[config.mk]
export PLATFORM = sky130hd
export DESIGN_NAME = pes_crc16_check
export DESIGN_NICKNAME = d
export VERILOG_FILES = /design/src/rtl/pes_crc16_check.sv
export SDC_FILE = /design/constraint.sdc
export NUM_CORES = 1
export LEC_CHECK = 0
export ABC_CLOCK_PERIOD_IN_PS = 1800
export BUFFER_PORTS_ARGS = -buffer_cell sky130_fd_sc_hd__buf_2
export CAP_MARGIN = 15
export CORE_ASPECT_RATIO = 0.6
export CORE_MARGIN = 2
export CORE_UTILIZATION = 38
export DETAILED_ROUTE_END_ITERATION = 10
export SLEW_MARGIN = 10
export SYNTH_ARGS = -nofsm -noshare
export SYNTH_HDL_FRONTEND = slang
export SYNTH_SLANG_ARGS = --single-unit
[constraint.sdc]
create_clock -name clk -period 1.8 [get_ports clk]
set_input_delay 0.09 -clock clk [delete_from_list [all_inputs] [get_ports clk]]
set_output_delay 0.09 -clock clk [all_outputs]
set_load 0.05 [all_outputs]
[src/rtl/pes_crc16_check.sv]
// rtl/pes_crc16_check.sv - receive-side CRC-16 (0x8005) frame checker that strips the two trailing CRC bytes
// Optional error-frame counter enabled by defining PES_CRC16_ERRCNT_EN.
module pes_crc16_check #(
   parameter int CNT_W = 16
) (
   input  logic             clk,
   input  logic             rst,
   input  logic             load,
   input  logic             din_valid,
   input  logic [7:0]       din,
   input  logic             d_last,
   output logic [7:0]       dout,
   output logic             dout_valid,
   output logic             busy,
   output logic             done,
   output logic             crc_ok,
   output logic             crc_err,
   output logic             len_err,
   output logic [CNT_W-1:0] byte_cnt,
   output logic [7:0]       err_cnt
);

   typedef enum logic [1:0] {IDLE, RECV, CHECK} state_t;

   state_t      state;
   state_t      state_next;
   logic [15:0] crc;
   logic [7:0]  hold0;
   logic [7:0]  hold1;
   logic [1:0]  hold_cnt;
   logic        runt;
   logic        accept;
   logic        take_last;
   logic        finish;
   logic        frame_bad;

   function automatic logic [15:0] crc16_byte(input logic [15:0] c, input logic [7:0] d);
      logic [15:0] r;
      logic        fb;
      r = c;
      for (int i = 7; i >= 0; i--) begin
         fb = r[15] ^ d[i];
         r  = {r[14:0], 1'b0};
         if (fb)
            r = r ^ 16'h8005;
      end
      return r;
   endfunction

   always_comb begin
      state_next = state;
      accept     = 1'b0;
      take_last  = 1'b0;
      finish     = 1'b0;
      case (state)
         IDLE: begin
            if (load)
               state_next = RECV;
         end
         RECV: begin
            if (load) begin
               state_next = RECV;
            end else if (din_valid) begin
               accept = 1'b1;
               if (d_last) begin
                  take_last  = 1'b1;
                  state_next = CHECK;
               end
            end
         end
         CHECK: begin
            if (load) begin
               state_next = RECV;
            end else begin
               finish     = 1'b1;
               state_next = IDLE;
            end
         end
         default: state_next = IDLE;
      endcase
   end

   assign busy      = (state != IDLE);
   assign frame_bad = runt || (crc != 16'h0000);

   always_ff @(posedge clk) begin
      if (rst) begin
         state      <= IDLE;
         crc        <= 16'h0000;
         hold0      <= 8'h00;
         hold1      <= 8'h00;
         hold_cnt   <= 2'd0;
         runt       <= 1'b0;
         dout       <= 8'h00;
         dout_valid <= 1'b0;
         done       <= 1'b0;
         crc_ok     <= 1'b0;
         crc_err    <= 1'b0;
         len_err    <= 1'b0;
         byte_cnt   <= '0;
      end else begin
         state      <= state_next;
         dout_valid <= 1'b0;
         done       <= 1'b0;
         if (load) begin
            crc      <= 16'h0000;
            hold0    <= 8'h00;
            hold1    <= 8'h00;
            hold_cnt <= 2'd0;
            runt     <= 1'b0;
            crc_ok   <= 1'b0;
            crc_err  <= 1'b0;
            len_err  <= 1'b0;
            byte_cnt <= '0;
         end else begin
            if (accept) begin
               crc <= crc16_byte(crc, din);
               // Two-deep delay line: a byte only leaves once two newer bytes exist behind it,
               // so the final two bytes (the CRC) are never emitted.
               case (hold_cnt)
                  2'd0: begin
                     hold0    <= din;
                     hold_cnt <= 2'd1;
                  end
                  2'd1: begin
                     hold1    <= din;
                     hold_cnt <= 2'd2;
                  end
                  default: begin
                     dout       <= hold0;
                     dout_valid <= 1'b1;
                     hold0      <= hold1;
                     hold1      <= din;
                     if (byte_cnt != {CNT_W{1'b1}})
                        byte_cnt <= byte_cnt + 1'b1;
                  end
               endcase
               if (take_last) begin
                  hold_cnt <= 2'd0;
                  runt     <= (byte_cnt == '0) && (hold_cnt != 2'd2);
               end
            end
            if (finish) begin
               done    <= 1'b1;
               crc_ok  <= !frame_bad;
               crc_err <= frame_bad;
               len_err <= runt;
            end
         end
      end
   end

`ifdef PES_CRC16_ERRCNT_EN
   logic [7:0] err_cnt_q;

   always_ff @(posedge clk) begin
      if (rst)
         err_cnt_q <= 8'h00;
      else if (finish && frame_bad && (err_cnt_q != 8'hFF))
         err_cnt_q <= err_cnt_q + 8'h01;
   end

   assign err_cnt = err_cnt_q;
`else
   assign err_cnt = 8'h00;
`endif

endmodule

==> impl_metrics.yaml, run 1 <==
setup_path:
  cp_slowest_cell: "a2111oi_4"
  ff2ff_path_depth: 6
  r2r_setup_slack_ns: 0.1
  critPathMaxStageDelay_ns: 0.45
  crit_required_ns: 2.01
  worstSetupPathType: "reg2reg"
  critPathMaxFanout: 6
  cp-startpoint: "byte_cnt[12]"
  cp-endpoint: "byte_cnt[15]"
  critical_path_cell_count: 6
  end_kind: "flop"
  cp.buffers_inverters: 0
  worst_r2r_endpoint: "byte_cnt[15]"
  reg2reg_from: "byte_cnt[12]"
  critPathArrivalTime_ns: 1.92
  path_cells: "and3_1, and4_1, a2111oi_4, nand4_1, xor2_1, nor2_1"
  critPathLaunchType: "flop"
  cpLargestDelayFamily: "simple AND/OR/NAND/NOR gates"
clocking:
  cts_hold_buf: 0
  cts_htree_levels: 3
  cts_root_buf: "clkbuf_16"
  cts_tree: "yes"
  clock_sinks: 66
  clk_latency_ns: 0.33
  clockBufferDepth: 2
  numCtsBuffers: 9
  clkSlewWorstSetupHoldPaths_ns: 0.05
floorplanning:
  num_rows: 24
  io-pin-count: 51
  die_area_sq_um: 8550
  die_h_microns: 72.4
  core_area_sq_um: 7420
  start_util: 0.400
  die_w_microns: 118
power:
  power.switching_uw: 776
  ir_worst_vdd_v: 0.000416
  p_seq_frac: 0.443
  combinationalPowerShare: 0.082
  p_total_uw: 3350
  p_int_uw: 2570
  clock_power_share: 0.475
  power-per-cell-area_nw_per_um2: 901
  p_leak_uw: 0.00153
  swShare: 0.232
worst_hold_path:
  min_path_type: "in2reg"
sta:
  rsz0062_at_grt: "yes"
  worst_slew_pin_slew_ns: 0.550
  timing.final.crit_share: 0.947
  setup_viol: 0
  slew_headroom: 0.632
  hold_viol: 0
  skew_ns: 0.00709
  slew_violations: 0
  min_period_ns: 1.70
  fmax_ghz: 0.587
yosys:
  ys_ff_latch: 66
  yosys_warnings: 0
  syn_inst: 345
  synth.largest_area_cell: "dfxtp_1"
  synth_area_leaders: "dfxtp_1 45%, nor2_1 7.0%, nand2_1 6.6%, xnor2_1 6.2%, a21oi_1 4.1%"
  netlist.area_leader.share: 0.446
  post_synth_num_cell_types: 39
  syn_area_sq_um: 2960
  ys_seq_area_frac: 0.446
  async_flop_share: 0
  synth-edff-count: 0
  synth_ff_type: "dfxtp_1"
  avgSynthCellArea_sq_um: 8.59
cells_and_area:
  drive_gt1_frac: 0.254
  num-nets-final: 421
  fin_cells: 514
  syn_to_final_growth_pct: 25.3
  num_antenna_cells: 0
routing:
  via_per_inst: 5.00
  routedWlPerCell_microns: 14.1
  drt_iter0_drc: 141
  vias: 2570
  firstDrtPassIters: 4
  wirelength_microns: 7250
  ant_nets: 0
  drc_errors: 0
job:
  cap_violations: 0
grt:
  grt_pass1_vias: 2455
  grt_overflow_total: 0
  grt_pass1_wl_microns: 12200
  grt_usage: 0.185
  antenna_found_initial: 0
  grt_max_degree: 26
place:
  gp_congestion: 0.837
  hpwl_microns: 5340
  place_inst: 498
  io_buffers: 42
outcome:
  status: "completed"
[worst min path at each step]
stage | startpoint | to | slack (ns) | cells after the start
finish | din[7] | hold1[7] | 0.06 | 3
global route | din[1] | hold1[1] | 0.07 | 3
CTS | din[7] | hold0[7] | 0.05 | 3
detailed placement | din[7] | hold1[7] | 0.40 | 3
global placement | din[7] | hold1[7] | 0.39 | 3
floorplan | rst | state[0] | 0.17 | 1
[layout make-up]
type	instances	area [sq um]
fill	714	3700
multi-input combinational	259	1560
sequential	66	1340
timing repair buffer	67	402
clock buffer	13	260
tap	104	130
clock inverter	2	12.5
inverter	3	11.3
[layer usage]
| layer | share of wire | track usage | up-vias |
|---|---|---|---|
| met4 | 0.013 | 0.0643 | 0 |
| met1 | 0.50 | 0.251 | 1198 |
| li1 | - | - | 1289 |
| met2 | 0.42 | 0.276 | 73 |
| met5 | 0 | 0 | - |
| met3 | 0.069 | 0.0637 | 10 |
[synth_stat cells (all sizes together), types with 8 or more instances]
master and number:
xor2 11, o21ai 14, mux2i 10, clkbuf 11, dfxtp 66, a311oi 8, nor2 55, nand2 52
a21oi 24, buf 13, xnor2 23
[tightest hold or removal path: cells and delay by family]
kind                   cells  cell delay, ns
buffers and inverters      1            0.12
AND/OR/NAND/NOR            1            0.08
multiplexers               1            0.07
[repair_timing]
action,CTS,global route
pin swaps,0,4
setup buffers,0,1
setup endpoints to repair,1,11
gates resized for setup,2,5
[through the flow]
step	setup TNS (ns)	instance area, sq um	setup slack [ns]	utilization	hold slack, ns
after floorplan	0	3000	0.00576	-	0.168
after global placement	0	3410	0.0733	0.460	0.387
after detailed placement	0	3410	0.0132	0.460	0.401
after CTS	0	3700	0.0395	0.498	0.0485
after global routing	-0.0458	3710	-0.0132	0.501	0.0650
final	0	3710	0.0959	0.501	0.0570
[layout by cell type (no fill, tap or decap), types with 3 or more instances in the layout]
cell,netlist,final
xor2_1,11,11
a211oi_1,6,6
o21ai_0,10,10
or3_1,3,3
nand4_1,5,5
a311oi_1,8,8
nor2_1,55,55
xnor2_2,2,4
dfxtp_1,66,54
nor4_1,5,5
and3_1,6,6
xnor2_1,21,19
or4_1,4,4
buf_2,1,42
nand2_1,52,51
buf_4,10,24
nand3_1,6,6
mux2i_1,10,10
inv_1,3,3
nor3_1,3,3
dfxtp_2,0,12
o21ai_1,4,4
conb_1,1,8
clkbuf_16,0,9
a21oi_1,24,24
[power by group through the flow]
stage / clock network (uW) / logic [uW] / registers [uW]
6_report: 1590 / 273 / 1480
5_1_grt: 1720 / 291 / 1480
4_1_cts: 1650 / 272 / 1480
3_5_place_dp: 0 / 266 / 1510
3_3_place_gp: 0 / 268 / 1510
2_1_floorplan: 0 / 189 / 1510
[cell families after synthesis]
family                   synth area share
multiplexers                       0.0338
AO/OA/AOI/OAI                       0.129
AND/OR/NAND/NOR                     0.229
flip-flops                          0.446
other                             0.00127
buffers and inverters              0.0473
adder cells (fa/ha/maj)           0.00844
XOR/XNOR                            0.106
[sequential cells by signal (all words and copies together) (netlist names)]
| signal | flops |
|---|---|
| crc_ok | 1 |
| dout | 8 |
| hold_cnt | 2 |
| done | 1 |
| crc_err | 1 |
| len_err | 1 |
| state | 2 |
| hold0 | 8 |
| hold1 | 8 |
| byte_cnt | 16 |
| runt | 1 |
| crc | 16 |
| dout_valid | 1 |
No activity file was read; power rests on OpenSTA's default activity.
==> inputs of run 2 (changes only) <==
--- a/config.mk
+++ b/config.mk
@@ -8,9 +8,9 @@
 export ABC_CLOCK_PERIOD_IN_PS = 1800
 export BUFFER_PORTS_ARGS = -buffer_cell sky130_fd_sc_hd__buf_2
 export CAP_MARGIN = 15
-export CORE_ASPECT_RATIO = 0.6
+export CORE_ASPECT_RATIO = 0.75
 export CORE_MARGIN = 2
-export CORE_UTILIZATION = 38
+export CORE_UTILIZATION = 40
 export DETAILED_ROUTE_END_ITERATION = 10
 export SLEW_MARGIN = 10
 export SYNTH_ARGS = -nofsm -noshare
==> run 2 against run 1 <==
  * Count of clock-buffer cells in the layout decreased by 4
  * Critical path depth unchanged
  * Total power decreased by 15%
  * Hold slack got worse by 0.0053 ns
  * Clock power decreased by 33%
  * Setup slack got worse by 0.027 ns
  * Combinational power increased by 1%
  * Die area decreased by 5.0%
==> impl_metrics.yaml, run 2 (synthesized netlist as in run 1, its figures left out) <==
outcome:
  status: "completed"
sta:
  fin_ws_ns: 0.0684
  worst_slew_pin_slew_ns: 0.594
  skew_ns: 0.00559
  slew_violations: 0
  fmax_ghz: 0.578
  min_period_ns: 1.73
  fin_setup_tns_ns: 0
  hold_viol: 0
  timing.final.crit_share: 0.962
  rsz0062_at_grt: "yes"
  setup_viol: 0
  slew_headroom: 0.602
  timing.hold.ws_ns: 0.0516
grt:
  grt_usage: 0.185
  grt_max_degree: 30
  grt_pass1_vias: 2316
  antenna_found_initial: 0
  grt_overflow_total: 0
  grt_pass1_wl_microns: 11500
setup_path:
  cp_common_cell: "xnor2_1"
  ff2ff_path_depth: 6
  cp-endpoint: "crc[15]"
  critPathMaxStageDelay_ns: 0.42
  critPathMaxFanout: 3
  critPathLaunchType: "flop"
  end_kind: "flop"
  worstSetupPathType: "reg2reg"
  worst_r2r_endpoint: "crc[15]"
  reg2reg_from: "crc[13]"
  cp-startpoint: "crc[13]"
  crit_required_ns: 2.09
  cp_slowest_cell: "or4_1"
  critPathArrivalTime_ns: 2.02
  r2r_setup_slack_ns: 0.07
  path_cells: "xnor2_1, xor2_1, xnor2_1, xnor2_1, or4_1, nand3_1"
floorplanning:
  die_h_microns: 78.6
  core_area_sq_um: 7260
  die_area_sq_um: 8120
  num_rows: 27
  die_w_microns: 103
  start_util: 0.408
  io-pin-count: 51
clocking:
  cts_hold_buf: 0
  clockBufferDepth: 2
  clk_latency_ns: 0.34
  cts_root_buf: "clkbuf_8"
  cts_tree: "yes"
  clock_sinks: 66
  clkSlewWorstSetupHoldPaths_ns: 0.07
  cts_htree_levels: 3
  numCtsBuffers: 9
worst_hold_path:
  min_path_type: "in2reg"
cells_and_area:
  num-nets-final: 422
  final_area_sq_um: 3660
  fin_cells: 513
  syn_to_final_growth_pct: 23.3
  num_antenna_cells: 0
  top_regs: "byte_cnt: 16 flops, crc: 16 flops"
  layout_commonest_cell: "nor2_1"
  most-common-layout-cells: "55 x nor2_1, 54 x dfxtp_1, 51 x nand2_1"
  drive_gt1_frac: 0.277
routing:
  wl_met2_microns: 3030
  m1WireLength_microns: 3420
  vias: 2566
  top_layer_used: "met4"
  drc_errors: 0
  wirelength_microns: 6990
  firstDrtPassIters: 4
  drt_iter0_drc: 74
  routedWlPerCell_microns: 13.6
  via_per_inst: 5.00
  wl_met3_microns: 499
  ant_nets: 0
power:
  ir_worst_vdd_v: 0.000302
  power-per-cell-area_nw_per_um2: 774
  p_leak_uw: 0.00150
place:
  post-place-ws_ns: 0.0797
  place_inst: 494
  gp_congestion: 0.816
  hpwl_microns: 5080
  place_area_sq_um: 3400
  io_buffers: 42
job:
  cap_violations: 0
==> run 2: cell count changes in the layout (fill, tap and decap cells not counted), moves of 5 or more <==
cell | previous run | this run
xnor2_1 | 19 | 14
xnor2_2 | 4 | 9
clkbuf_8 | 2 | 9
clkbuf_16 | 9 | 0
==> run 2: final cells by class <==
type | count | area (sq um)
Clock inverter | 7 | 46.3
Inverter | 3 | 11.3
Sequential cell | 66 | 1340
Fill cell | 727 | 3610
Tap cell | 101 | 126
Timing Repair Buffer | 68 | 405
Multi-Input combinational cell | 259 | 1610
Clock buffer | 9 | 124
==> run 2: routing by layer <==
| layer | vias to the layer above | GRT usage |
|---|---|---|
| met1 | 1187 | 0.259 |
| met4 | 0 | 0.0579 |
| li1 | 1296 | - |
| met3 | 4 | 0.0650 |
| met5 | - | 0 |
| met2 | 79 | 0.264 |
==> run 2: report_power, final <==
| part | total (uW) | switching [uW] | leakage, uW | internal, uW |
|---|---|---|---|---|
| Sequential | 1480 | 8.79 | 0.000538 | 1470 |
| Combinational | 277 | 174 | 0.000884 | 103 |
| Clock | 1070 | 580 | 0.0000810 | 493 |
==> run 2: worst max-delay path: cells and delay by family (launching register included) <==
kind	cells	cell delay [ns]
and+or+nand+nor	2	0.51
DFF	1	0.34
xor gates and xnor gates	4	0.84
==> run 2: repair_timing <==
action,in CTS,in global routing
endpoints found under the hold margin,0,0
setup buffers,0,3
setup endpoints to repair,0,19
gates resized for setup,0,13
==> run 2: per-stage QoR <==
stage	utilization	power (uW)
after CTS	0.491	2860
after global placement	0.468	1770
final	0.503	2830
after floorplan	-	1700
after detailed placement	0.468	1770
after global routing	0.503	2960
==> run 2: worst min-delay path by stage <==
stage                start  endpoint  slack [ns]  depth (start not counted)
finish              din[0]  hold1[0]        0.05                          3
global route        din[5]  hold0[5]        0.04                          3
CTS                 din[2]  hold0[2]        0.03                          3
detailed placement  din[2]  hold0[2]        0.41                          3
global placement    din[0]  hold1[0]        0.40                          3
floorplan              rst  state[0]        0.17                          1
==> inputs of run 3 (changes only) <==
--- a/config.mk
+++ b/config.mk
@@ -5,6 +5,7 @@
 export SDC_FILE = /design/constraint.sdc
 export NUM_CORES = 1
 export LEC_CHECK = 0
+export ABC_AREA = 1
 export ABC_CLOCK_PERIOD_IN_PS = 1800
 export BUFFER_PORTS_ARGS = -buffer_cell sky130_fd_sc_hd__buf_2
 export CAP_MARGIN = 15
==> run 3 against run 2 <==
  * Sequential share of layout area shrank 0.75 points
  * Routed wire length is 7.6% higher
  * Hold slack improved by 0.0062 ns
  * Total power grew 7.1%
  * Critical path type unchanged
  * Critical endpoint is now byte_cnt[10]
==> impl_metrics.yaml, run 3 <==
outcome:
  status: "completed"
routing:
  ant_nets: 0
  vias: 2890
  drt_iter0_drc: 138
  via_per_inst: 4.85
  wirelength_microns: 7520
  routedWlPerCell_microns: 12.6
  firstDrtPassIters: 5
  drc_errors: 0
cells_and_area:
  final_area_sq_um: 3700
  num_antenna_cells: 0
  num-nets-final: 501
  regArea_sq_um: 1320
  layout_commonest_cell: "nand2_1"
  drive_gt1_frac: 0.181
  n_fill_cell: 823
  syn_to_final_growth_pct: 16.5
  top_regs: "byte_cnt: 16 flops, crc: 16 flops"
  most-common-layout-cells: "83 x nand2_1, 64 x dfxtp_1, 60 x inv_1"
  multiInputGateArea_sq_um: 1500
worst_hold_path:
  min_path_type: "in2reg"
floorplanning:
  die_w_microns: 107
  die_h_microns: 81.1
  core_area_sq_um: 7780
  io-pin-count: 51
  start_util: 0.408
  num_rows: 28
  die_area_sq_um: 8670
clocking:
  clockBufferDepth: 2
  clk_latency_ns: 0.35
  ctsResizeCount: 0
  numCtsBuffers: 9
  cts_htree_levels: 3
  cts_setup_buffers: 0
  clock_sinks: 66
  cts_tree: "yes"
  cts_hold_buf: 0
  cts_root_buf: "clkbuf_8"
  clkSlewWorstSetupHoldPaths_ns: 0.08
power:
  p_leak_uw: 0.00152
  ir_worst_vdd_v: 0.000522
  power-per-cell-area_nw_per_um2: 819
sta:
  rsz0062_at_grt: "no"
  setup_viol: 0
  worst_slew_pin_slew_ns: 0.664
  hold_viol: 0
  slew_violations: 0
  skew_ns: 0.00793
  timing.final.crit_share: 0.918
  fin_setup_tns_ns: 0
  min_period_ns: 1.65
  fmax_ghz: 0.605
  slew_headroom: 0.557
yosys:
  ys_ff_latch: 66
  synth_ff_type: "dfxtp_1"
  synth-edff-count: 0
  syn_inst: 438
  avgSynthCellArea_sq_um: 7.25
  synth_area_leaders: "dfxtp_1 42%, nand2_1 9.8%, a21oi_1 7.4%, inv_1 7.1%, a211oi_1 4.3%"
  netlist.area_leader.share: 0.416
  ys_seq_area_frac: 0.416
  synth.most_common_cell: "nand2_1"
  async_flop_share: 0
  yosys_warnings: 0
  post_synth_num_cell_types: 38
  syn_area_sq_um: 3170
  synth.largest_area_cell: "dfxtp_1"
  netlist_top_cells_count: "83 x nand2_1, 66 x dfxtp_1, 60 x inv_1"
setup_path:
  critPathLaunchType: "flop"
  critPathArrivalTime_ns: 1.88
  crit_required_ns: 2.03
  worstSetupPathType: "reg2reg"
  end_kind: "flop"
  critPathMaxFanout: 11
grt:
  grt_pass1_vias: 2543
  antenna_found_initial: 0
  grt_max_degree: 32
  grt_overflow_total: 0
  grt_pass1_wl_microns: 12500
  grt_usage: 0.186
place:
  gp_congestion: 0.882
  io_buffers: 42
  hpwl_microns: 5530
  place_area_sq_um: 3490
job:
  cap_violations: 0
==> run 3: area by class of cell <==
cell class              instances  share of cell area
repair buffers                 52              0.0772
multi-input cells             290               0.406
clock inverters                 6              0.0176
inverters                      67              0.0680
clock buffers                  10              0.0372
well taps                     105              0.0355
flip-flops and latches         66               0.358
==> run 3: stage by stage <==
step / power (uW) / instances / hold WS (ns) / setup WS [ns] / utilization
after floorplan: 1730 / 445 / 0.168 / 0.0337 / -
after global placement: 1780 / 580 / 0.414 / 0.211 / 0.449
after detailed placement: 1780 / 580 / 0.414 / 0.169 / 0.449
after CTS: 3050 / 596 / 0.0443 / 0.160 / 0.475
after global routing: 3160 / 596 / 0.0649 / 0.00742 / 0.475
final: 3030 / 596 / 0.0579 / 0.148 / 0.475
==> run 3: per-layer routing <==
layer,up-vias,share of wire,global-route usage
met2,70,0.39,0.252
met4,0,0.014,0.0610
li1,1513,-,-
met5,-,0,0
met1,1296,0.55,0.279
met3,11,0.045,0.0522
==> run 3: path summary, 6_finish.rpt <==
path,cells after the start,slack (ns),end,startpoint
max,11,0.15,byte_cnt[10],byte_cnt[0]
min reg2reg,2,0.45,hold1[3],hold1[3]
max reg2reg,11,0.15,byte_cnt[10],byte_cnt[0]
min,2,0.06,state[1],rst
==> run 3: cells by family (layout without fill, tap and decap cells) <==
family,after synthesis,after routing,share of synthesized area
simple gates,165,165,0.239
compound gates,103,103,0.183
buf+inv,89,135,0.120
flops,66,66,0.416
xor+xnor,12,12,0.0331
fa+ha+maj,2,2,0.00788
other cells,1,8,0.00118
==> run 3: critical path, cell delays in order, from the launching register on <==
cell and delay (ns):
dfxtp_2 0.35, ha_1 0.23, nand3_1 0.13, nor2_2 0.16, nand3_1 0.09, nand2_2 0.09
inv_2 0.10, nand2_1 0.09, inv_2 0.04, nand2_1 0.07, nand2_1 0.04, nor3b_2 0.14
==> run 3: power breakdown <==
group	switching (uW)	total (uW)	internal, uW
clock network	599	1280	679
registers	13.2	1490	1470
logic	187	262	74.9
